**src/rtl/cva6v_trace_ctrl_pkg.sv**
```systemverilog
// cva6v_trace_ctrl_pkg: shared state encoding and default counter width for the trace controller
// Contents: CntWDefault (default retired-instruction counter width), state_e (3-bit FSM encoding).
package cva6v_trace_ctrl_pkg;
    localparam int CntWDefault = 32;
    typedef enum logic [2:0] {
        ST_IDLE   = 3'd0,
        ST_OPEN   = 3'd1,
        ST_TRACE  = 3'd2,
        ST_ROTATE = 3'd3,
        ST_DRAIN  = 3'd4,
        ST_DONE   = 3'd5
    } state_e;
endpackage

```
**src/rtl/cva6v_trace_ctrl_if.sv**
```systemverilog
// cva6v_trace_ctrl_if: control/status bundle between the trace controller and its environment
// Signals: start_i, stop_i, rotate_limit_i, commit_valid_i, end_of_test_i (environment to controller);
// enable_o, new_file_o, file_idx_o, instr_cnt_o, state_o, done_o (controller to environment).
// Modports: master = environment side, slave = controller side.
interface cva6v_trace_ctrl_if import cva6v_trace_ctrl_pkg::*; #(
    parameter int NrCommitPorts = 2,
    parameter int CntW = CntWDefault
);
    logic                     start_i;
    logic                     stop_i;
    logic [CntW-1:0]          rotate_limit_i;
    logic [NrCommitPorts-1:0] commit_valid_i;
    logic [31:0]              end_of_test_i;
    logic                     enable_o;
    logic                     new_file_o;
    logic [15:0]              file_idx_o;
    logic [CntW-1:0]          instr_cnt_o;
    logic [2:0]               state_o;
    logic                     done_o;
    modport master (
        output start_i, stop_i, rotate_limit_i, commit_valid_i, end_of_test_i,
        input  enable_o, new_file_o, file_idx_o, instr_cnt_o, state_o, done_o
    );
    modport slave (
        input  start_i, stop_i, rotate_limit_i, commit_valid_i, end_of_test_i,
        output enable_o, new_file_o, file_idx_o, instr_cnt_o, state_o, done_o
    );
endinterface

```
**src/rtl/cva6v_trace_commit_cnt.sv**
```systemverilog
// cva6v_trace_commit_cnt: popcount of retire-valid bits feeding a saturating commit counter
// Ports: clk_i, rst_i (sync, active-high); clear (zero the count), load (count := this cycle's popcount),
// en (count += popcount, saturating); commit_valid (per-port retire-valid);
// cnt (current count); sum (unsaturated cnt + popcount, one bit wider, for threshold compares).
module cva6v_trace_commit_cnt import cva6v_trace_ctrl_pkg::*; #(
    parameter int NrCommitPorts = 2,
    parameter int CntW = CntWDefault
) (
    input  logic                     clk_i,
    input  logic                     rst_i,
    input  logic                     clear,
    input  logic                     load,
    input  logic                     en,
    input  logic [NrCommitPorts-1:0] commit_valid,
    output logic [CntW-1:0]          cnt,
    output logic [CntW:0]            sum
);
    localparam int PopW = $clog2(NrCommitPorts + 1);
    logic [PopW-1:0] pop;
    always_comb begin
        pop = '0;
        for (int i = 0; i < NrCommitPorts; i++) pop = pop + PopW'(commit_valid[i]);
        sum = {1'b0, cnt} + (CntW + 1)'(pop);
    end
    always_ff @(posedge clk_i) begin
        if (rst_i || clear) cnt <= '0;
        else if (load) cnt <= CntW'(pop);
        else if (en) cnt <= sum[CntW] ? '1 : sum[CntW-1:0];
    end
endmodule

```
**src/rtl/cva6v_trace_ctrl.sv**
```systemverilog
// cva6v_trace_ctrl: trace session FSM gating the tracer, rotating trace files and counting commits
// Ports: clk_i, rst_i (sync, active-high); bus (cva6v_trace_ctrl_if.slave) carrying start/stop requests,
// rotate limit, commit valids, end-of-test word and the enable/new_file/file_idx/instr_cnt/state/done status.
// Build option: define CVA6V_TRACE_CTRL_ROTATE_EN to enable file rotation after rotate_limit_i commits.
module cva6v_trace_ctrl import cva6v_trace_ctrl_pkg::*; #(
    parameter int NrCommitPorts = 2,
    parameter int CntW = CntWDefault,
    parameter int DrainCycles = 4
) (
    input logic clk_i,
    input logic rst_i,
    cva6v_trace_ctrl_if.slave bus
);
    localparam int DrainW = DrainCycles > 1 ? $clog2(DrainCycles) : 1;
    state_e st;
    logic enable, new_file, done, halt, rot_hit;
    logic [15:0] file_idx;
    logic [DrainW-1:0] drain;
    logic [CntW-1:0] cnt;
    logic [CntW:0] sum;
    assign halt = bus.stop_i || |bus.end_of_test_i;
`ifdef CVA6V_TRACE_CTRL_ROTATE_EN
    assign rot_hit = |bus.rotate_limit_i && sum >= {1'b0, bus.rotate_limit_i};
`else
    logic unused_limit;
    assign unused_limit = ^bus.rotate_limit_i;
    assign rot_hit = 1'b0;
`endif
    cva6v_trace_commit_cnt #(.NrCommitPorts(NrCommitPorts), .CntW(CntW)) u_cnt (
        .clk_i(clk_i),
        .rst_i(rst_i),
        .clear(st == ST_OPEN),
        .load(st == ST_ROTATE),
        .en(st == ST_TRACE || st == ST_DRAIN),
        .commit_valid(bus.commit_valid_i),
        .cnt(cnt),
        .sum(sum)
    );
    // Outputs are registered alongside the state, so new_file and the file index step land in the OPEN/ROTATE cycle.
    always_ff @(posedge clk_i) begin
        if (rst_i) begin
            st       <= ST_IDLE;
            enable   <= 1'b0;
            new_file <= 1'b0;
            done     <= 1'b0;
            file_idx <= 16'hFFFF;
            drain    <= '0;
        end else begin
            new_file <= 1'b0;
            case (st)
                ST_IDLE, ST_DONE: begin
                    if (bus.start_i && !bus.stop_i) begin
                        st       <= ST_OPEN;
                        enable   <= 1'b1;
                        new_file <= 1'b1;
                        done     <= 1'b0;
                        file_idx <= file_idx + 16'd1;
                    end
                end
                ST_OPEN, ST_TRACE, ST_ROTATE: begin
                    if (halt) begin
                        st    <= ST_DRAIN;
                        drain <= '0;
                    end else if (st == ST_TRACE && rot_hit) begin
                        st       <= ST_ROTATE;
                        new_file <= 1'b1;
                        file_idx <= file_idx + 16'd1;
                    end else begin
                        st <= ST_TRACE;
                    end
                end
                ST_DRAIN: begin
                    if (drain == DrainW'(DrainCycles - 1)) begin
                        st     <= ST_DONE;
                        enable <= 1'b0;
                        done   <= 1'b1;
                    end else begin
                        drain <= drain + 1'b1;
                    end
                end
                default: begin
                    st     <= ST_IDLE;
                    enable <= 1'b0;
                end
            endcase
        end
    end
    assign bus.enable_o    = enable;
    assign bus.new_file_o  = new_file;
    assign bus.done_o      = done;
    assign bus.file_idx_o  = file_idx;
    assign bus.instr_cnt_o = cnt;
    assign bus.state_o     = st;
endmodule

```
**src/flat_wrapper.sv**
```systemverilog
// flat-port wrapper written by rule: the top's interface ports become plain ports
module cva6v_trace_ctrl_flat import cva6v_trace_ctrl_pkg::*;
#(
    parameter int NrCommitPorts = 2,
    parameter int CntW = CntWDefault,
    parameter int DrainCycles = 4
)
  (clk_i, rst_i, bus_start_i, bus_stop_i, bus_rotate_limit_i, bus_commit_valid_i, bus_end_of_test_i, bus_enable_o, bus_new_file_o, bus_file_idx_o, bus_instr_cnt_o, bus_state_o, bus_done_o);
  cva6v_trace_ctrl_if #(.NrCommitPorts(NrCommitPorts), .CntW(CntW)) bus_i ();
  input logic clk_i;
  input logic rst_i;
  input wire logic [$bits(bus_i.start_i)-1:0] bus_start_i;
  input wire logic [$bits(bus_i.stop_i)-1:0] bus_stop_i;
  input wire logic [$bits(bus_i.rotate_limit_i)-1:0] bus_rotate_limit_i;
  input wire logic [$bits(bus_i.commit_valid_i)-1:0] bus_commit_valid_i;
  input wire logic [$bits(bus_i.end_of_test_i)-1:0] bus_end_of_test_i;
  output wire logic [$bits(bus_i.enable_o)-1:0] bus_enable_o;
  output wire logic [$bits(bus_i.new_file_o)-1:0] bus_new_file_o;
  output wire logic [$bits(bus_i.file_idx_o)-1:0] bus_file_idx_o;
  output wire logic [$bits(bus_i.instr_cnt_o)-1:0] bus_instr_cnt_o;
  output wire logic [$bits(bus_i.state_o)-1:0] bus_state_o;
  output wire logic [$bits(bus_i.done_o)-1:0] bus_done_o;
  assign bus_i.start_i = bus_start_i;
  assign bus_i.stop_i = bus_stop_i;
  assign bus_i.rotate_limit_i = bus_rotate_limit_i;
  assign bus_i.commit_valid_i = bus_commit_valid_i;
  assign bus_i.end_of_test_i = bus_end_of_test_i;
  assign bus_enable_o = bus_i.enable_o;
  assign bus_new_file_o = bus_i.new_file_o;
  assign bus_file_idx_o = bus_i.file_idx_o;
  assign bus_instr_cnt_o = bus_i.instr_cnt_o;
  assign bus_state_o = bus_i.state_o;
  assign bus_done_o = bus_i.done_o;
  cva6v_trace_ctrl #(.NrCommitPorts(NrCommitPorts), .CntW(CntW), .DrainCycles(DrainCycles)) u_core (.clk_i(clk_i), .rst_i(rst_i), .bus(bus_i));
endmodule
```
**config.mk**
```make
export PLATFORM = sky130hd
export DESIGN_NAME = cva6v_trace_ctrl_flat
export DESIGN_NICKNAME = d
export VERILOG_FILES = /design/src/rtl/cva6v_trace_ctrl_pkg.sv /design/src/rtl/cva6v_trace_ctrl_if.sv /design/src/rtl/cva6v_trace_commit_cnt.sv /design/src/rtl/cva6v_trace_ctrl.sv /design/src/flat_wrapper.sv
export SDC_FILE = /design/constraint.sdc
export NUM_CORES = 1
export LEC_CHECK = 0
export CAP_MARGIN = 20
export CORE_MARGIN = 2
export CORE_UTILIZATION = 42
export DETAILED_ROUTE_END_ITERATION = 12
export GPL_TIMING_DRIVEN = 0
export MAX_ROUTING_LAYER = met4
export PLACE_DENSITY = 0.88
export SYNTH_ARGS = -nofsm -noshare
export SYNTH_HDL_FRONTEND = slang
export SYNTH_SLANG_ARGS = --single-unit
```
**constraint.sdc**
```tcl
create_clock -name clk_i -period 3.7 [get_ports clk_i]
set_input_delay 0.555 -clock clk_i [delete_from_list [all_inputs] [get_ports clk_i]]
set_output_delay 0.555 -clock clk_i [all_outputs]
set_load 0.01 [all_outputs]
```
After elaboration in Yosys (flattened, before gate mapping)
Index checks and enable logic that the tools add are counted.
{"block": "totals", "regBits": 56, "elab_cells": 60}
{"block": "op_classes", "addsub": 4, "n_eq_ne": 10, "n_mux": 17, "bitwise_logic": 2, "reduce_logical": 19}
{"cell": "$add A32 B2 Y33", "count": 1}
{"cell": "$mux W32", "count": 1}
{"cell": "$reduce_or A32 Y1", "count": 1}
{"cell": "$add A16 B1 Y16 const B", "count": 1}
{"cell": "$mux W3", "count": 3}
{"cell": "$pmux W3 S3", "count": 1}
{"cell": "$reduce_and A3 Y1", "count": 3}
{"cell": "$mux W2", "count": 4}
{"cell": "$eq A3 B2 Y1 const B", "count": 2}
{"cell": "$eq A3 B3 Y1 const B", "count": 2}
{"cell": "$reduce_bool A2 Y1", "count": 3}
{"cell": "$reduce_or A2 Y1", "count": 3}
{"cell": "$mux W1", "count": 5}
{"cell": "$ne A2 B1 Y1 const B", "count": 2}
{"cell": "$ne A2 B2 Y1 const B", "count": 2}
{"cell": "$pmux W2 S2", "count": 1}
{"cell": "$reduce_and A2 Y1", "count": 2}
{"cell": "$eq A3 B1 Y1 const B", "count": 1}
{"cell": "$logic_not A3 Y1", "count": 1}
{"cell": "$logic_or A1 B1 Y1", "count": 3}
{"cell": "$pmux W1 S3", "count": 1}
{"cell": "$reduce_or A3 Y1", "count": 1}
{"cell": "$add A1 B1 Y2", "count": 1}
{"cell": "$add A2 B1 Y2 const B", "count": 1}
{"cell": "other kinds (5)", "count": 6}

Logic depth before layout (Yosys ltp)
Gate-level depths: netlist of run 1.
{"block": "depth", "ltp_word": 5, "mapped_depth": 11}

Cells and area by module
From an unflattened synthesis of run 1, not the netlist that was laid out.
{"block": "unflattened", "hier_cells": 437, "hier_area_um2": 3524.6}
{"mod": "cva6v_trace_commit_cnt", "n_inst": 1, "cells_per_inst": 287, "area_per_inst_um2": 2253.4}
{"mod": "cva6v_trace_ctrl", "n_inst": 1, "cells_per_inst": 150, "area_per_inst_um2": 1271.2}

Least setup slack after synthesis of run 1
No wires, ideal clock.
{"block": "synth_timing", "path_type": "input -> register", "startpoint": "in bus_commit_valid_i[0]", "endpoint": "reg u_core.u_cnt.cnt[30]", "setup_time_ps": 74, "arrival_ps": 2986, "path_slack_ps": 640, "cell_stages": 10, "path_cell_list": "ha_1 -> ha_1 -> inv_1 -> fa_1 -> nand2b_1 -> or3_1 -> clkbuf_1 -> or3_1 -> or4_1 -> a31oi_1"}
{"block": "synth_between", "elab_chain_len": 3}
{"element": "from (decl)", "line_no": "flat_wrapper.sv:15", "source": "input wire logic [$bits(bus_i.commit_valid_i)-1:0] bus_commit_valid_i;"}
{"element": "$add A1 B1 Y2", "line_no": "cva6v_trace_commit_cnt.sv:22", "source": "for (int i = 0; i < NrCommitPorts; i++) pop = pop + PopW'(commit_valid[i]);"}
{"element": "$add A32 B2 Y33", "line_no": "cva6v_trace_commit_cnt.sv:23", "source": "sum = {1'b0, cnt} + (CntW + 1)'(pop);"}
{"element": "$mux W32", "line_no": "cva6v_trace_commit_cnt.sv:28", "source": "else if (en) cnt <= sum[CntW] ? '1 : sum[CntW-1:0];"}
{"element": "to (signal assigned)", "line_no": "cva6v_trace_commit_cnt.sv:27", "source": "else if (load) cnt <= CntW'(pop);"}
{"element": "to (signal assigned)", "line_no": "cva6v_trace_commit_cnt.sv:28"}
{"element": "to (decl)", "line_no": "cva6v_trace_commit_cnt.sv:15", "source": "output logic [CntW-1:0] cnt,"}
Every way passes these cells.
A chain may end at the register's enable or synchronous reset.

Final worst setup path of run 1
{"block": "layout_timing", "startpoint": "in bus_commit_valid_i[1]", "endpoint": "reg u_core.u_cnt.cnt[26]"}
The elaborated chain is that of the path after synthesis.

==> out/results.txt, run 1 <==
met2 wire length = 3.54 mm
num rows = 29
sequential element share of the synthesized area = 39.9%
I/O pin total = 124
predominant post-synthesis flop cell = dfxtp_1
initial antenna violation count = 0
fin crit share = 91.0%
Critical Path AT = 3.62 ns
diode count = 0
syn nets = 403
setup TNS = 0 ns
Cell variety after synth = 39
Via density = 5.49
outcome = finished with violations
met3 wire length = 364 um
Yosys reg bits = 56
crit path time final = 3.37 ns
Worst Reg-to-Reg Cells = 10
clk_lat worst skew = 0.31 ns
TritonRoute pass-1 iters = 9
starting density of the core = 43.7%
Slew Limit Fails = 0
max_cap viols = 0
H-tree Lvls = 2
area of the mapped netlist = 2810 sq um
post_cts resized = 0
clock skew = 0.0155 ns
most frequent cells in the layout = clkdlybuf4s50_1 (90), dfxtp_1 (56), a21oi_1 (31)
crit path kind = input pin to flop
hold_sp = u_core.bus.file_idx_o[15]
asr flop ratio synth = 0%
Static Leak = 1.31 nW
critical path launch point type = input pin
Die Wd = 85.7 um
DP HPWL = 5.60 mm
synthesized instance count = 327
Crit path required time = 3.95 ns
final hold violations = 0
gr ovfl total = 0
Final setup viols = 0
Die ar. = 7350 sq um
Synthesis Warnings = 0
number of flops mapped to enable cells by yosys = 0
hold endpoint = u_core.bus.file_idx_o[15]
Post-Syn Area per Cell = 8.58 sq um
pin count of the biggest net entering global routing = 17
top post-synthesis cells by area = dfxtp_1 (40%), xor2_1 (6.9%), xnor2_1 (6.2%), a21oi_1 (5.5%), nor4_1 (3.8%)
Max IR drop VDD = 0.241 mV
r2r endpoint = u_core.u_cnt.cnt[26]
fill cell count = 567
Slew @ Worst Pin = 0.596 ns
Wirelength per Cell = 14.6 um
IO buf count = 90
Util after Layout = 60.7%
area share of the largest cell type after synthesis = 39.9%
hold depth = 2
CTS Hold Bufs = 0
# nets final = 500
CTS Buffer Depth = 2
number of CTS-inserted buffers = 5
worst relative slew slack = 60.0%
setup slack, reg-to-reg = 0.90 ns
DRT met1 WL = 3.31 mm
DRT antenna net count = 0
GRT Total Usage = 20.7%
vias in the first global route = 2704
DR top layer = met4
DR DRC count = 4
# clock sinks = 56
global-route wire length before repair = 12.2 mm
RSZ-0062 raised after global routing = false
Die Y = 85.7 um
worst reg2reg path startpoint = u_core.u_cnt.cnt[0]
failing checks = design-rule violations
CP Max Fanout = 10
RD Place Congestion = 0.868
Clock Tree Root = clkbuf_8
setup repair bufs after CTS = 0
Via Count = 2755
area growth from synthesis to layout = 38.9%
layout cells sized above 1 = 2.35%
hold slack = 0.507 ns
Hold Crit Class = flop to flop
most common cell after layout, fill and taps aside = clkdlybuf4s50_1
Critical Path Sink Type = flop
DRT iter0 DRCs = 142
Power Density = 486 nW/um^2
CTS tree = done
drt total wl = 7.32 mm
largest area contributor in the netlist = dfxtp_1
core area = 6420 sq um
clock slew at reported path FFs = 0.11 ns
Max Freq = 0.297 GHz
## critical path, stage by stage
cell and delay [ns]:
clkdlybuf4s50_1 0.41, ha_1 0.30, ha_1 0.17, inv_1 0.05
fa_1 0.36, nand2b_1 0.18, or3_1 0.31, clkbuf_1 0.19
nor2_1 0.26, nand2_1 0.26, clkbuf_1 0.34, a21oi_1 0.21
## routing by layer
metal	up-vias	GRT usage [%]
met5	-	-
met4	0	5.92
met3	9	3.27
met2	91	34.6
met1	1287	26.0
li1	1368	-
## flip-flops by register name (all words and copies together) (netlist names)
| name | flops |
|---|---|
| u_core.bus.done_o | 1 |
| u_core.drain | 2 |
| u_core.u_cnt.cnt | 32 |
| u_core.bus.enable_o | 1 |
| u_core.bus.new_file_o | 1 |
| u_core.bus.file_idx_o | 16 |
| u_core.bus.state_o | 3 |
## how the worst max path moves through the flow
| stage | slack (ns) | to | from |
|---|---|---|---|
| 2_1_floorplan | 0.64 | u_core.u_cnt.cnt[30] | bus_commit_valid_i[0] |
| 5_1_grt | 0.14 | u_core.u_cnt.cnt[28] | bus_commit_valid_i[1] |
| 3_5_place_dp | 0.04 | u_core.u_cnt.cnt[30] | bus_commit_valid_i[1] |
| 4_1_cts | 0.36 | u_core.u_cnt.cnt[26] | bus_commit_valid_i[1] |
| 6_report | 0.33 | u_core.u_cnt.cnt[26] | bus_commit_valid_i[1] |
| 3_3_place_gp | 0.05 | u_core.u_cnt.cnt[30] | bus_commit_valid_i[0] |
## final cells by class
type                            count  area, sq um  area share, %
Multi-Input combinational cell    245         1580           40.6
Sequential cell                    56         1120           28.8
Timing Repair Buffer               90          901           23.1
Tap cell                           77         96.3           2.47
Clock buffer                        7         86.3           2.22
Buffer                             17         67.6           1.73
Inverter                            9         33.8          0.867
Clock inverter                      1         7.51          0.193
## power breakdown
part           internal [mW]  switching, mW  total, mW  leakage [nW]
Clock                  0.153          0.200      0.353        0.0445
Combinational          0.365          0.399      0.764         0.812
Sequential             0.686         0.0905      0.777         0.454
## synth_stat cells (11+ instances only)
| library cell | count |
|---|---|
| clkbuf_1 | 16 |
| xnor2_1 | 20 |
| nand2b_1 | 15 |
| nor2_1 | 11 |
| nand3_1 | 19 |
| nand4_1 | 13 |
| xor2_1 | 22 |
| nand2_1 | 17 |
| nor4_1 | 17 |
| dfxtp_1 | 56 |
| a21oi_1 | 31 |
| nor3_1 | 18 |
| and3_1 | 11 |
## cell families (layout without fill, tap and decap cells)
logic type | count (synthesis) | in the layout | synth area share (%)
compound gates | 50 | 50 | 10.4
xor+xnor | 42 | 42 | 13.1
fa+ha+maj | 6 | 6 | 2.94
buf+inv | 26 | 124 | 3.61
flops | 56 | 56 | 39.9
mux | 1 | 1 | 0.357
simple gates | 146 | 146 | 29.6
## per-stage QoR
stage	std cells	total power, mW	setup WS, ns	instance area, sq um
after global placement	494	1.51	0.0462	3800
after detailed placement	494	1.54	0.0371	3800
after floorplan	327	1.23	0.640	2810
after CTS	502	1.89	0.356	3900
final	502	1.89	0.333	3900
after global routing	502	2.02	0.142	3900
(Power assumes the default switching activity.)
==> inputs of run 2 (changes only) <==
--- a/config.mk
+++ b/config.mk
@@ -6,12 +6,12 @@
 export NUM_CORES = 1
 export LEC_CHECK = 0
 export CAP_MARGIN = 20
-export CORE_MARGIN = 2
 export CORE_UTILIZATION = 42
 export DETAILED_ROUTE_END_ITERATION = 12
 export GPL_TIMING_DRIVEN = 0
 export MAX_ROUTING_LAYER = met4
 export PLACE_DENSITY = 0.88
+export SLEW_MARGIN = 10
 export SYNTH_ARGS = -nofsm -noshare
 export SYNTH_HDL_FRONTEND = slang
 export SYNTH_SLANG_ARGS = --single-unit
==> run 2 against run 1 <==
Effect of this change: the run now ends clean; clock power increased by 16%; global-route usage up 0.53 points; maximum frequency shrank 1.5%; critical path type unchanged; first-iteration DRC count grew 48%; utilization rose by 0.70 points.
==> out/results.txt, run 2 (same netlist as run 1, synthesis figures left out) <==
outcome = finished, final reports clean
layout cells sized above 1 = 2.59%
Sw Ratio = 35.1%
Die ar. = 7010 sq um
H-tree Lvls = 2
fill cell count = 561
clk_lat worst skew = 0.31 ns
CTS Hold Bufs = 0
Sw Pwr = 680 uW
RD Place Congestion = 0.835
global-route wire length before repair = 12.1 mm
Worst Reg-to-Reg Cells = 9
Worst Setup SP = bus_commit_valid_i[0]
total power = 1.93 mW
setup TNS = 0 ns
met2 wire length = 3.38 mm
GRT Total Usage = 21.2%
Max IR drop VDD = 0.423 mV
Static Leak = 1.32 nW
combinational share of power = 38.4%
Register Area = 1120 sq um
setup repair bufs after CTS = 0
Clock Tree Root = clkbuf_8
r2r endpoint = u_core.u_cnt.cnt[30]
CTS Buffer Depth = 2
DRT antenna net count = 0
Critical Path Sink Type = flop
drt total wl = 6.99 mm
vias in the first global route = 2614
Max Freq = 0.293 GHz
worst reg2reg path startpoint = u_core.u_cnt.cnt[0]
area growth from synthesis to layout = 39.7%
gr ovfl total = 0
Worst Setup EP = u_core.u_cnt.cnt[30]
Slew @ Worst Pin = 0.576 ns
DR DRC count = 0
I/O pin total = 124
number of flip-flops under the largest register name = 32
diode count = 0
Critical Path AT = 3.66 ns
most common cell after layout, fill and taps aside = clkdlybuf4s50_1
area of the multi-input gates = 1580 sq um
max_cap viols = 0
hold slack = 0.536 ns
clock skew = 0.00680 ns
setup slack, reg-to-reg = 0.84 ns
DP HPWL = 5.29 mm
TritonRoute pass-1 iters = 4
clock slew at reported path FFs = 0.10 ns
setup slack after layout = 0.282 ns
DRT met1 WL = 3.23 mm
Final setup viols = 0
worst relative slew slack = 61.3%
num rows = 29
most frequent cells in the layout = clkdlybuf4s50_1 (90), dfxtp_1 (56), a21oi_1 (31)
Wirelength per Cell = 13.9 um
Die Y = 83.7 um
# clock sinks = 56
Placement Setup Slack = 0.0203 ns
met3 wire length = 275 um
starting density of the core = 43.9%
Hold Crit Class = flop to flop
# nets final = 500
fin crit share = 92.4%
IO buf count = 90
Via Count = 2722
Internal = 1.25 mW
Slew Limit Fails = 0
initial antenna violation count = 0
crit path kind = input pin to flop
core area = 6390 sq um
crit path time final = 3.42 ns
DR top layer = met4
CP Max Fanout = 7
CTS tree = done
Clk pwr share = 21.2%
largest register by flop count = u_core.u_cnt.cnt
critical path launch point type = input pin
post_cts resized = 0
Die Wd = 83.7 um
RSZ-0062 raised after global routing = false
DRT iter0 DRCs = 210
final hold violations = 0
Post-DP Area = 3800 sq um
Final Instance Area = 3920 sq um
Reg power frac = 40.3%
Crit path required time = 3.94 ns
Via density = 5.42
number of CTS-inserted buffers = 5
Power Density = 493 nW/um^2
pin count of the biggest net entering global routing = 19
==> run 2: changes by cell type in the layout (fill, tap and decap cells not counted) <==
| cell | delta |
|---|---|
| clkbuf_8 | -1 |
| clkbuf_1 | -1 |
| clkinv_4 | +2 |
| clkinvlp_4 | -1 |
| bufinv_16 | +1 |
==> run 2: how the worst min path moves through the flow <==
stage,endpoint,depth (start not counted),from,slack [ns]
detailed placement,u_core.bus.file_idx_o[15],2,u_core.bus.file_idx_o[15],0.51
floorplan,u_core.drain[1],2,u_core.drain[1],0.51
global placement,u_core.bus.file_idx_o[10],2,u_core.bus.file_idx_o[10],0.50
finish,u_core.bus.enable_o,2,u_core.bus.enable_o,0.54
global route,u_core.bus.enable_o,2,u_core.bus.enable_o,0.56
CTS,u_core.bus.file_idx_o[10],2,u_core.bus.file_idx_o[10],0.54
==> run 2: worst max-delay path, stage by stage <==
cell and delay (ns):
clkdlybuf4s50_1 0.40, ha_1 0.30, ha_1 0.17, inv_1 0.06
fa_1 0.39, nand2b_1 0.19, or3_1 0.31, clkbuf_1 0.19
or3_1 0.42, or4_1 0.49, a31oi_1 0.18
==> run 2: cell type report <==
cell class | count | area share [%]
Multi-Input combinational cell | 245 | 40.4
Sequential cell | 56 | 28.6
Timing Repair Buffer | 90 | 23.0
Tap cell | 77 | 2.46
Clock buffer | 5 | 1.76
Buffer | 17 | 1.72
Clock inverter | 3 | 1.21
Inverter | 9 | 0.862
==> run 2: stage by stage <==
stage,instances,util [%]
2_1_floorplan,327,-
3_3_place_gp,494,59.6
3_5_place_dp,494,59.6
4_1_cts,502,61.4
5_1_grt,502,61.4
6_report,502,61.4
==> run 2: metal layers <==
metal  track usage, %  vias to the layer above
li1                 -                     1367
met1             26.8                     1263
met2             34.5                       82
met3             3.66                       10
met4             6.93                        0
met5                -                        -
==> run 2: power by group through the flow <==
| stage | sequential, mW | combinational (mW) | clock (mW) |
|---|---|---|---|
| after floorplan | 0.809 | 0.425 | 0 |
| after global placement | 0.791 | 0.720 | 0 |
| after detailed placement | 0.792 | 0.739 | 0 |
| after CTS | 0.780 | 0.745 | 0.419 |
| after global routing | 0.794 | 0.822 | 0.447 |
| final | 0.780 | 0.744 | 0.410 |
==> inputs of run 3 (changes only) <==
--- a/config.mk
+++ b/config.mk
@@ -6,6 +6,7 @@
 export NUM_CORES = 1
 export LEC_CHECK = 0
 export CAP_MARGIN = 20
+export CORE_MARGIN = 2
 export CORE_UTILIZATION = 42
 export DETAILED_ROUTE_END_ITERATION = 12
 export GPL_TIMING_DRIVEN = 0
==> results of run 3 <==
Final layout, timing and power as in run 1 (identical DEF).
